==> src/rtl/axi2ahb_wr_fifo_pkg.sv <==
// Shared constants, types and helpers for the AXI-to-AHB write-data/response stage.
// The optional AXI2AHB_WID_CHECK_EN macro widens the data FIFO to carry WID per beat.
package axi2ahb_wr_fifo_pkg;

  localparam int DATA_BITS  = 32;
  localparam int ID_BITS    = 4;
  localparam int FIFO_LINES = 32;
  localparam int CMD_DEPTH  = 4;

  localparam logic [1:0] RESP_OKAY   = 2'b00;
  localparam logic [1:0] RESP_SLVERR = 2'b10;

  typedef enum logic [1:0] {
    HTRANS_IDLE   = 2'b00,
    HTRANS_BUSY   = 2'b01,
    HTRANS_NONSEQ = 2'b10,
    HTRANS_SEQ    = 2'b11
  } htrans_t;

  // Ceiling log2, with log2(1) = 0.
  function automatic int log2(input int n);
    int r;
    r = 0;
    for (int i = 0; i < 31; i++) begin
      if ((1 << r) < n) r++;
    end
    return r;
  endfunction

  localparam int CNT_BITS = log2(CMD_DEPTH) + 1;

`ifdef AXI2AHB_WID_CHECK_EN
  localparam int DFIFO_BITS = DATA_BITS + ID_BITS + 1;
`else
  localparam int DFIFO_BITS = DATA_BITS + 1;
`endif

  localparam int RFIFO_BITS = ID_BITS + 2;

endpackage

==> src/rtl/axi2ahb_wr_fifo_prgen_fifo.sv <==
// Generic synchronous FIFO (prgen_fifo): pushes into a full FIFO and pops from an
// empty one are ignored; the head is presented combinationally and reads as zero when empty.
module prgen_fifo
  import axi2ahb_wr_fifo_pkg::*;
#(
  parameter int WIDTH = 8,
  parameter int DEPTH = 4
) (
  input  logic             clk,
  input  logic             reset,
  input  logic             push,
  input  logic             pop,
  input  logic [WIDTH-1:0] din,
  output logic [WIDTH-1:0] dout,
  output logic             empty,
  output logic             full
);

  localparam int PTR_BITS = (DEPTH > 1) ? log2(DEPTH) : 1;
  localparam logic [PTR_BITS-1:0] PTR_LAST = PTR_BITS'(DEPTH - 1);
  localparam logic [PTR_BITS:0]   CNT_ONE  = (PTR_BITS + 1)'(1);
  localparam logic [PTR_BITS:0]   CNT_FULL = (PTR_BITS + 1)'(DEPTH);

  logic [WIDTH-1:0]    mem [DEPTH];
  logic [PTR_BITS-1:0] wr_ptr;
  logic [PTR_BITS-1:0] rd_ptr;
  logic [PTR_BITS:0]   count;
  logic                push_ok;
  logic                pop_ok;

  assign empty   = (count == '0);
  assign full    = (count == CNT_FULL);
  assign push_ok = push & ~full;
  assign pop_ok  = pop & ~empty;
  assign dout    = empty ? '0 : mem[rd_ptr];

  // NOTE: the storage array is deliberately left unreset; only pointers and
  // count define validity, and a resettable RAM would block memory inference.
  always_ff @(posedge clk) begin
    if (push_ok) mem[wr_ptr] <= din;
  end

  always_ff @(posedge clk or negedge reset) begin
    if (!reset) begin
      wr_ptr <= '0;
      rd_ptr <= '0;
      count  <= '0;
    end else begin
      if (push_ok) wr_ptr <= (wr_ptr == PTR_LAST) ? '0 : wr_ptr + 1'b1;
      if (pop_ok)  rd_ptr <= (rd_ptr == PTR_LAST) ? '0 : rd_ptr + 1'b1;
      case ({push_ok, pop_ok})
        2'b10:   count <= count + CNT_ONE;
        2'b01:   count <= count - CNT_ONE;
        default: count <= count;
      endcase
    end
  end

endmodule

==> src/rtl/axi2ahb_wr_fifo.sv <==
// AXI-to-AHB write-data and write-response stage: buffers W beats for HWDATA, counts
// complete bursts, accumulates AHB errors and returns B responses. Option: AXI2AHB_WID_CHECK_EN.
module axi2ahb_wr_fifo
  import axi2ahb_wr_fifo_pkg::*;
(
  input  logic                 clk,
  input  logic                 reset,
  input  logic [ID_BITS-1:0]   WID,
  input  logic [DATA_BITS-1:0] WDATA,
  input  logic                 WLAST,
  input  logic                 WVALID,
  output logic                 WREADY,
  output logic [ID_BITS-1:0]   BID,
  output logic [1:0]           BRESP,
  output logic                 BVALID,
  input  logic                 BREADY,
  output logic [DATA_BITS-1:0] HWDATA,
  input  logic                 HREADY,
  input  logic                 HRESP,
  input  logic [ID_BITS-1:0]   cmd_id,
  input  logic                 cmd_err,
  input  logic                 wdata_phase,
  input  logic                 data_last,
  output logic                 wdata_ready
);

  localparam logic [CNT_BITS-1:0] CNT_MAX = CNT_BITS'(CMD_DEPTH);
  localparam logic [CNT_BITS-1:0] CNT_ONE = CNT_BITS'(1);

  logic [DFIFO_BITS-1:0] d_din;
  logic [DFIFO_BITS-1:0] d_dout;
  logic                  data_empty;
  logic                  data_full;
  logic [RFIFO_BITS-1:0] r_din;
  logic [RFIFO_BITS-1:0] r_dout;
  logic                  resp_empty;
  logic                  resp_full;
  logic [CNT_BITS-1:0]   burst_cnt;
  logic                  err_acc;
  logic                  burst_err;
  logic                  wid_err;
  logic                  w_push;
  logic                  d_pop;
  logic                  axi_last;
  logic                  ahb_last;
  logic                  unused_ok;

  assign WREADY   = reset & ~data_full & (burst_cnt < CNT_MAX);
  assign w_push   = WVALID & WREADY;
  assign d_pop    = wdata_phase & HREADY;
  assign axi_last = w_push & WLAST;
  assign ahb_last = wdata_phase & HREADY & data_last;
  assign HWDATA   = d_dout[DATA_BITS:1];

`ifdef AXI2AHB_WID_CHECK_EN
  assign d_din     = {WID, WDATA, WLAST};
  assign wid_err   = d_pop & ~data_empty & (d_dout[DFIFO_BITS-1 -: ID_BITS] != cmd_id);
  assign unused_ok = &{1'b0, d_dout[0]};
`else
  assign d_din     = {WDATA, WLAST};
  assign wid_err   = 1'b0;
  assign unused_ok = &{1'b0, d_dout[0], WID};
`endif

  prgen_fifo #(
    .WIDTH (DFIFO_BITS),
    .DEPTH (FIFO_LINES)
  ) u_data_fifo (
    .clk   (clk),
    .reset (reset),
    .push  (w_push),
    .pop   (d_pop),
    .din   (d_din),
    .dout  (d_dout),
    .empty (data_empty),
    .full  (data_full)
  );

  // Error status of the burst in progress, including whatever this cycle reports.
  assign burst_err = err_acc | cmd_err | (wdata_phase & HRESP) | wid_err;
  assign r_din     = {cmd_id, burst_err ? RESP_SLVERR : RESP_OKAY};

  prgen_fifo #(
    .WIDTH (RFIFO_BITS),
    .DEPTH (CMD_DEPTH)
  ) u_resp_fifo (
    .clk   (clk),
    .reset (reset),
    .push  (ahb_last),
    .pop   (BVALID & BREADY),
    .din   (r_din),
    .dout  (r_dout),
    .empty (resp_empty),
    .full  (resp_full)
  );

  assign BVALID       = ~resp_empty;
  assign {BID, BRESP} = r_dout;
  assign wdata_ready  = (burst_cnt != '0) & ~resp_full;

  always_ff @(posedge clk or negedge reset) begin
    if (!reset) begin
      burst_cnt <= '0;
      err_acc   <= 1'b0;
    end else begin
      case ({axi_last, ahb_last})
        2'b10:   burst_cnt <= burst_cnt + CNT_ONE;
        2'b01:   burst_cnt <= burst_cnt - CNT_ONE;
        default: burst_cnt <= burst_cnt;
      endcase
      err_acc <= ahb_last ? 1'b0 : burst_err;
    end
  end

endmodule

==> config.mk <==
export PLATFORM = sky130hd
export DESIGN_NAME = axi2ahb_wr_fifo
export DESIGN_NICKNAME = d
export VERILOG_FILES = /design/src/rtl/axi2ahb_wr_fifo_pkg.sv /design/src/rtl/axi2ahb_wr_fifo_prgen_fifo.sv /design/src/rtl/axi2ahb_wr_fifo.sv
export SDC_FILE = /design/constraint.sdc
export NUM_CORES = 1
export LEC_CHECK = 0
export ABC_AREA = 0
export CAP_MARGIN = 40
export CORE_ASPECT_RATIO = 0.7
export CORE_MARGIN = 4
export CORE_UTILIZATION = 56
export DETAILED_ROUTE_END_ITERATION = 12
export MAX_ROUTING_LAYER = met4
export PLACE_DENSITY = 0.77
export SKIP_LAST_GASP = 1
export SLEW_MARGIN = 20
export SYNTH_ARGS = -nofsm -noshare
export SYNTH_HDL_FRONTEND = slang
export SYNTH_HIERARCHICAL = 1
export SYNTH_SLANG_ARGS = --single-unit
==> constraint.sdc <==
create_clock -name clk -period 3.09 [get_ports clk]
set_input_delay 0.4635 -clock clk [delete_from_list [all_inputs] [get_ports clk]]
set_output_delay 0.4635 -clock clk [all_outputs]
set_load 0.02 [all_outputs]
Word-level counts from Yosys, hierarchy flattened

Memories as Yosys holds them, arrays and structs flattened.
Cells that the tools add are included.

Output and inout bits: 41
Memory bits (writable): 1080
Bits of input ports: 50
Memory bits (read-only): 0
Memories: 2
Latch bits: 0
Register bits: 27

Muxes and demuxes: 15
Reduce and logical (&&, ||, !) cells: 6
Divide/modulo/power cells: 0
$add $sub $neg: 10
$mul: 0
Equality and inequality tests: 12
Order comparisons: 1
Bitwise logic cells: 19
Shifts and indexed selects: 0

Memory list:

| memory          | words | bits a word | read ports | clocked after Yosys merged registers in | wr ports | line                             | source |
|---|---|---|---|---|---|---|---|
| u_data_fifo.mem | 32    | 33          | 1          | 0                                       | 1        | axi2ahb_wr_fifo_prgen_fifo.sv:24 | `logic [WIDTH-1:0] mem [DEPTH];` |
| u_resp_fifo.mem | 4     | 6           | 1          | 0                                       | 1        | axi2ahb_wr_fifo_prgen_fifo.sv:24 |  |

Operators with widths:

| kind                                                 | number |
|---|---|
| 2-to-1 mux 33 bit                                    | 1 |
| AND 1 bit                                            | 13 |
| case mux 3 bit (2 select lines)                      | 2 |
| case mux 6 bit (2 select lines)                      | 1 |
| adder 5 x 1 -> 5 bit (second input constant)         | 2 |
| equality test 2 bit (second input constant)          | 5 |
| equality test 5 bit (second input constant)          | 2 |
| 2-to-1 mux 5 bit                                     | 2 |
| adder 3 x 1 -> 3 bit (second input constant)         | 2 |
| adder 6 x 1 -> 6 bit (second input constant)         | 1 |
| equality test 2 x 1 -> 1 bit (second input constant) | 3 |
| equality test 6 bit (second input constant)          | 1 |
| zero test 6 bit                                      | 1 |
| 2-to-1 mux 2 bit                                     | 3 |
| 2-to-1 mux 6 bit                                     | 1 |
| nonzero test 2 bit                                   | 3 |
| subtractor 3 x 1 -> 3 bit (second input constant)    | 2 |
| subtractor 6 x 1 -> 6 bit (second input constant)    | 1 |
| 2-to-1 mux 1 bit                                     | 5 |
| adder 2 x 1 -> 2 bit (second input constant)         | 2 |
| inverter 1 bit                                       | 4 |
| equality test 3 bit (second input constant)          | 1 |
| zero test 3 bit                                      | 1 |
| < comparator 3 bit (second input constant)           | 1 |
| 2 further kinds                                      | 3 |

Depth between registers and ports, before layout

Gate-level depths: netlist of the first run.

Word-level depth: 8
Depth in mapped cells: 15

Modules after synthesis

The synthesis of the first run kept the hierarchy.

By module, submodules not included:

| module                    | area each (µm²) | sequential area each (µm²) | cells an instance | times used |
|---|---|---|---|---|
| prgen_fifo at u_data_fifo | 41448.5         | 32110.8                    | 1810              | 1 |
| prgen_fifo at u_resp_fifo | 1390.1          | 895.9                      | 77                | 1 |
| axi2ahb_wr_fifo           | 257.7           | 100.1                      | 27                | 1 |

Least setup slack after synthesis of the first run

No wires, ideal clock.

Path type: register -> register
Start point: reg u_data_fifo.count[4]
End point: mem u_data_fifo/mem[29][0] in the netlist's numbering, enable pin
Arrival time: 2.856 ns
Path slack: -0.189 ns
Cell stages (with the launch flop): 8
Required time: 2.667 ns
Buffers on the path: 2
Cell sequence: dfrtp_1 clkbuf_1 nor3_2 and4bb_2 nor2b_1 buf_2 nand2_1 nor2_1

Word-level cells in the longest chain between the ends: 8

RTL lines:

| element                                | line                             | source |
|---|---|---|
| start: declaration                     | axi2ahb_wr_fifo_prgen_fifo.sv:27 | `logic [PTR_BITS:0] count;` |
| start signal: assignment               | axi2ahb_wr_fifo_prgen_fifo.sv:52 | `2'b10: count <= count + CNT_ONE;` |
| start signal: assignment               | axi2ahb_wr_fifo_prgen_fifo.sv:53 | `2'b01: count <= count - CNT_ONE;` |
| start signal: assignment               | axi2ahb_wr_fifo_prgen_fifo.sv:54 | `default: count <= count;` |
| equality test 6 bit                    | axi2ahb_wr_fifo_prgen_fifo.sv:32 | `assign full = (count == CNT_FULL);` |
| named net data_full                    | axi2ahb_wr_fifo.sv:33            | `logic data_full;` |
| inverter 1 bit                         | axi2ahb_wr_fifo.sv:48            | `assign WREADY = reset & ~data_full & (burst_cnt < CNT_MAX);` |
| AND 1 bit (2 in series)                | axi2ahb_wr_fifo.sv:48            |  |
| AND 1 bit                              | axi2ahb_wr_fifo.sv:49            | `assign w_push = WVALID & WREADY;` |
| named net w_push                       | axi2ahb_wr_fifo.sv:42            | `logic w_push;` |
| AND 1 bit                              | axi2ahb_wr_fifo_prgen_fifo.sv:33 | `assign push_ok = push & ~full;` |
| 2-to-1 mux 1 bit                       | axi2ahb_wr_fifo_prgen_fifo.sv:40 | `if (push_ok) mem[wr_ptr] <= din;` |
| 2-to-1 mux 1 bit (not written as such) | axi2ahb_wr_fifo_prgen_fifo.sv:40 |  |
| end: declaration                       | axi2ahb_wr_fifo_prgen_fifo.sv:24 |  |

The timed path passes the listed nets, and every way through them passes these cells.

Final worst setup path of the first run

Start point: reg u_data_fifo.rd_ptr[0]
End point: out HWDATA[31]

Word-level cells in the longest chain between the ends: 2

RTL lines:

| element                   | line                             | source |
|---|---|---|
| start: declaration        | axi2ahb_wr_fifo_prgen_fifo.sv:26 | `logic [PTR_BITS-1:0] rd_ptr;` |
| start signal: assignment  | axi2ahb_wr_fifo_prgen_fifo.sv:50 | `if (pop_ok) rd_ptr <= (rd_ptr == PTR_LAST) ? '0 : rd_ptr + 1'b1;` |
| memory read (32 x 33 bit) | -                                |  |
| 2-to-1 mux 33 bit         | axi2ahb_wr_fifo_prgen_fifo.sv:35 | `assign dout = empty ? '0 : mem[rd_ptr];` |
| end: declaration          | axi2ahb_wr_fifo.sv:17            | `output logic [DATA_BITS-1:0] HWDATA,` |

Every way passes these cells.

==> flow_summary.ini, run 1 <==
[sta]
whs_ns = 0.2458
slew_viol_final = 0
finalClockSkew_ns = 0.02248
finalSetupViolations = 32
finalHoldViolCount = 0
setup_slack_ns = -0.3976
worstMarginPinSlew_ns = 0.6927
max_freq_ghz = 0.2867
max-slew-margin-rel = 0.5368
period_minus_slack_ns = 3.488
post-route-period-util = 1.129
rsz0062_at_grt = true

[clock_network]
htree_num_levels = 3
cts_hold_buf = 0
clkTransAtPathRegs_ns = 0.07
cts-root-buf = clkbuf_16
clk-insertion-delay-late_ns = 0.68
clock_path_buffers = 3
cts_buffers = 95
cts_tree = built
clock-sinks = 1075

[detailed_routing]
drc = 0
vias = 21700
antenna_left = 0
wl_per_cell_um = 32.96
drt_first_pass_iters = 7
drtIter0Drc = 3485
routed_via_density = 6.618
routed_wl_um = 108100

[outcome]
failed_checks = setup timing
outcome = complete, but fails checks

[place]
dp_cells = 3036
dp.final_hpwl_um = 59970
place_congestion = 0.8035
port_buffers = 86

[die]
initial_core_util = 0.5681
die_h_um = 236.8
dieArea_um2 = 79320
coreArea_um2 = 73730
ios = 91
dieWidth_um = 334.9
num_rows = 83

[pwr]
p_clk_frac = 0.277
combPwrFrac = 0.330
p_sw_uw = 12750
power_density_nw_per_um2 = 837.8
power.total_uw = 42560
p_leak_uw = 0.01641
power_switching_share = 0.2996
ir_drop_uv = 597.3
internal_power_uw = 29810
seq_power_share = 0.393

[layout]
layout-drive-gt1-share = 0.4008
stdcell_count = 3279
fin_nets = 2288
final_core_util = 0.6890
syn_to_final_growth_pct = 21.26

[logic_synthesis]
yosys_warnings = 6
synth_area_um2 = 41890
postSynthAreaPerCell_um2 = 22.45
syn_inst = 1866

[grt]
grt_max_degree = 51
grt_overflow_total = 0
antenna_found_initial = 5
grt_pass1_vias = 21950
grt_usage = 0.2770
grt_pass1_wl_um = 153400

[setup_path]
cp-end-kind = output pin
critPathKind = flip-flop to output pin
worstSetupStartpointType = flip-flop
cp_max_fo = 7
critical_path_arrival_ns = 3.02
critPathRequiredTime_ns = 2.63

[min_path]
min_path_type = primary input to async pin

[run]
maxCapViolCount = 0
[critical path, stage by stage, from the launching register on]
cell	delay, ns
dfrtp_4	0.46
buf_12	0.17
buf_8	0.14
buf_16	0.14
buf_8	0.12
mux4_2	0.49
mux2_4	0.31
o221ai_4	0.28
a21oi_4	0.08
buf_6	0.16
[metal layers]
metal / global-route usage / routed length (um)
met5: - / 0
met4: 0.06623 / 2976
met1: 0.3954 / 39890
met2: 0.4209 / 52070
met3: 0.05744 / 13140
[power by group through the flow]
| stage | Sequential, uW | Clock, uW | Combinational (uW) |
|---|---|---|---|
| 6_report | 16700 | 11800 | 14000 |
| 4_1_cts | 16700 | 11800 | 13000 |
| 3_5_place_dp | 17100 | 0 | 11800 |
| 2_1_floorplan | 16800 | 0 | 7160 |
| 5_1_grt | 16800 | 12600 | 14700 |
| 3_3_place_gp | 17000 | 0 | 11500 |
[final timing paths]
| path | from | endpoint | slack, ns | cells after the start |
|---|---|---|---|---|
| max | u_data_fifo/rd_ptr[0] | HWDATA[31] | -0.40 | 9 |
| min | reset | u_resp_fifo/wr_ptr[1] | 0.25 | 2 |
| max reg2reg | u_data_fifo/count[2] | u_data_fifo/mem[12][10] | 0.09 | 10 |
| min reg2reg | burst_cnt[0] | burst_cnt[0] | 0.52 | 1 |
| max in group asynchronous | reset | u_data_fifo/rd_ptr[2] | 2.52 | 2 |
| min in group clk | WDATA[21] | u_data_fifo/mem[21][22] | 0.30 | 1 |
[layout by cell type, fill, tap and decap left out, types with 7 or more instances in the layout]
cell type	count
ha_1	14
o221ai_4	10
nor2_1	30
inv_1	14
o221ai_1	8
o221ai_2	14
bufinv_16	9
xor2_1	8
mux2_2	59
nand2_1	28
mux2i_1	19
nor2b_1	8
buf_16	7
clkinv_1	25
clkinv_2	15
clkbuf_16	100
buf_8	30
clkbuf_1	21
buf_4	157
a22oi_1	10
nor2_4	32
mux4_2	262
clkdlybuf4s50_1	49
a21oi_2	12
buf_2	7
a31oi_1	7
a221oi_2	17
buf_12	69
edfxtp_1	1048
buf_6	34
a21oi_1	10
o21ai_0	9
dfrtp_1	21
mux2_4	24
[sequential cells by signal (all words and copies together) (netlist names)]
name and flops:
u_resp_fifo/count 3, u_resp_fifo/wr_ptr 2, u_resp_fifo/rd_ptr 2, u_data_fifo/rd_ptr 5
burst_cnt 3, u_resp_fifo/mem 24, u_data_fifo/wr_ptr 5, u_data_fifo/mem 1024
err_acc 1, u_data_fifo/count 6
[area by class of cell]
type                    count  area [um^2]
flip-flops and latches   1075        32160
clock buffers             116         2456
fillers                  4211        22930
repair buffers            362         4297
multi-input cells         670         9985
well taps                 977         1222
clock inverters            60        611.8
inverters                  15        56.30
diodes                      4        10.01
[stage by stage]
stage / TNS (ns) / setup WS (ns) / area [um^2]
2_1_floorplan: -147.32 / -0.1460 / 41900
3_3_place_gp: -1.568 / -0.1470 / 45920
3_5_place_dp: -1.832 / -0.1736 / 46110
4_1_cts: -11.44 / -0.4335 / 50050
5_1_grt: -13.28 / -0.4950 / 50800
6_report: -10.26 / -0.3976 / 50800
[repair_timing]
item	CTS	global route
gates cloned	6	5
setup buffers	28	24
setup endpoints to repair	40	102
pin swaps	17	26
resized for setup	241	96
No activity file was read; power rests on OpenSTA's default activity.
==> inputs of run 2 (changes only) <==
--- a/config.mk
+++ b/config.mk
@@ -11,6 +11,7 @@
 export CORE_MARGIN = 4
 export CORE_UTILIZATION = 56
 export DETAILED_ROUTE_END_ITERATION = 12
+export GPL_TIMING_DRIVEN = 0
 export MAX_ROUTING_LAYER = met4
 export PLACE_DENSITY = 0.77
 export SKIP_LAST_GASP = 1
==> run 2 against run 1 <==
Net effect: the flow still finishes with violations (setup timing); cell count is 0.30% lower; global-route usage is 1.3 points higher; setup slack worse by 0.18 ns; highest routed layer unchanged; sequential share of layout area is 0.51 points lower; utilization is 0.53 points higher; sequential power hardly changed.
==> flow_summary.ini, run 2 (synthesized netlist as in run 1, its figures left out) <==
[outcome]
outcome = complete, but fails checks
failed_checks = setup timing

[grt]
grt_usage = 0.2896
antenna_found_initial = 0
grt_max_degree = 33
grt_overflow_total = 0
grt_pass1_wl_um = 159300
grt_pass1_vias = 22270

[sta]
finalSetupViolations = 32
finalHoldViolCount = 0
max-slew-margin-rel = 0.3768
tns_ns = -15.23
post-route-period-util = 1.186
worstMarginPinSlew_ns = 0.9348
rsz0062_at_grt = true
setup_slack_ns = -0.5743
max_freq_ghz = 0.2729
slew_viol_final = 0
finalClockSkew_ns = 0.03503
period_minus_slack_ns = 3.664

[clock_network]
htree_num_levels = 3
cts_buffers = 96
cts-root-buf = clkbuf_16
cts_tree = built
clk-insertion-delay-late_ns = 0.68
clkTransAtPathRegs_ns = 0.08
clock_path_buffers = 3
clock-sinks = 1075

[run]
maxCapViolCount = 0

[pwr]
power.total_uw = 43030
p_leak_uw = 0.01635
power_density_nw_per_um2 = 840.6
ir_drop_uv = 554.3

[layout]
layout-drive-gt1-share = 0.4091
fin_nets = 2278
multi_input_area_um2 = 10410
reg_top3 = u_data_fifo/mem (1024), u_resp_fifo/mem (24), u_data_fifo/count (6)
final_core_util = 0.6943
syn_to_final_growth_pct = 22.20
seq_area_um2 = 32150
largest-register = u_data_fifo/mem
final_cell_mix = edfxtp_1 (1,048), mux4_2 (262), clkbuf_16 (104), buf_4 (87), mux2_2 (76)
largest_register_ffs = 1024
n_fill_cell = 4095
final_common_cell = edfxtp_1

[detailed_routing]
drtIter0Drc = 3621
routed_wl_um = 113500
drc = 0
vias = 22300
wl_per_cell_um = 34.73
route.top_layer_used = met4
wl_met1_um = 40390
wl_met2_um = 55220
drt_first_pass_iters = 5
routed_via_density = 6.823
antenna_left = 0
wl_met3_um = 14580

[place]
port_buffers = 86
place_congestion = 0.8693
pre_cts_ws_ns = -1.034
dp.final_hpwl_um = 64250

[setup_path]
cp-end-kind = output pin
r2r_cells = 10
r2r_setup_slack_ns = 0.07
worst_r2r_startpoint = u_data_fifo/count[2]
critPathRequiredTime_ns = 2.63
worstSetupStartpointType = flip-flop
r2r-end = u_data_fifo/mem[11][14]
cp_cell_sequence = buf_12 -> clkbuf_16 -> buf_6 -> mux4_2 -> mux2_2 -> o221ai_1 -> a21oi_4 -> buf_6
cpMostUsedCell = buf_6
critical_path_arrival_ns = 3.20
cp_max_fo = 10
startpoint = u_data_fifo/rd_ptr[0]
cpPeakStageDelay_ns = 0.56
cp_slowest_cell = mux4_2
critPathKind = flip-flop to output pin

[die]
num_rows = 83
coreArea_um2 = 73730
dieWidth_um = 334.9
dieArea_um2 = 79320
die_h_um = 236.8
initial_core_util = 0.5681
ios = 91

[min_path]
min_path_type = primary input to async pin
run 2: changes by cell type in the layout (fill, tap and decap cells not counted), moves of 12 or more:
cell      previous run  this run
mux2i_1             19         7
mux2_2              59        76
clkbuf_2             0        16
buf_16               7        25
buf_4              157        87
mux2_4              24         7
run 2: through the flow:
| step | instances | instance area (um^2) | hold slack (ns) |
|---|---|---|---|
| after detailed placement | 3001 | 45500 | 0.4858 |
| after global placement | 2932 | 43990 | 0.4880 |
| final | 3269 | 51190 | 0.3102 |
| after global routing | 3265 | 51180 | 0.3446 |
| after CTS | 3233 | 50330 | 0.3060 |
| after floorplan | 1869 | 41900 | 0.1679 |
run 2: cell type report:
type	instances	share of cell area
multi-input cells	670	0.2034
clock buffers	106	0.04849
well taps	977	0.02388
diodes	4	0.0001955
clock inverters	71	0.01024
plain buffers	103	0.02038
flip-flops and latches	1075	0.6280
repair buffers	248	0.06428
inverters	15	0.001149
run 2: layer usage:
metal,track usage,vias to the layer above
met1,0.4108,11680
met5,-,-
met4,0.08037,0
met3,0.05662,241
met2,0.4400,1796
li1,-,8584
run 2: worst max-delay path by stage:
stage	slack, ns	endpoint	depth (start not counted)
2_1_floorplan	-0.15	u_data_fifo/mem[29][10]	7
3_3_place_gp	-3.50	u_data_fifo/mem[4][11]	6
3_5_place_dp	-1.03	HWDATA[27]	9
4_1_cts	-0.49	HWDATA[30]	8
5_1_grt	-0.64	HWDATA[29]	8
6_report	-0.57	HWDATA[29]	8
run 2: timing repair:
item                                    4_1_cts  5_1_grt
gates resized for setup                     389      110
endpoints found under the setup margin     1055      733
gates cloned                                  1        6
hold buffers                                  2        0
pin swaps                                    44       34
hold endpoints to repair                     27        0
setup buffers                                57       27
run 2: critical path, delay by kind of cell, from the launching register on:
family | cells | cell delay (ns)
flops | 1 | 0.40
compound gates | 2 | 0.47
mux | 2 | 0.88
buf+inv | 4 | 0.74
run 2: report_power, final:
part	switching, uW	leakage [uW]	internal [uW]	total [uW]
clock network	5370	0.00147	6310	11700
logic	8040	0.00515	6660	14700
registers	272	0.00973	16400	16700
total	13700	0.0163	29400	43000
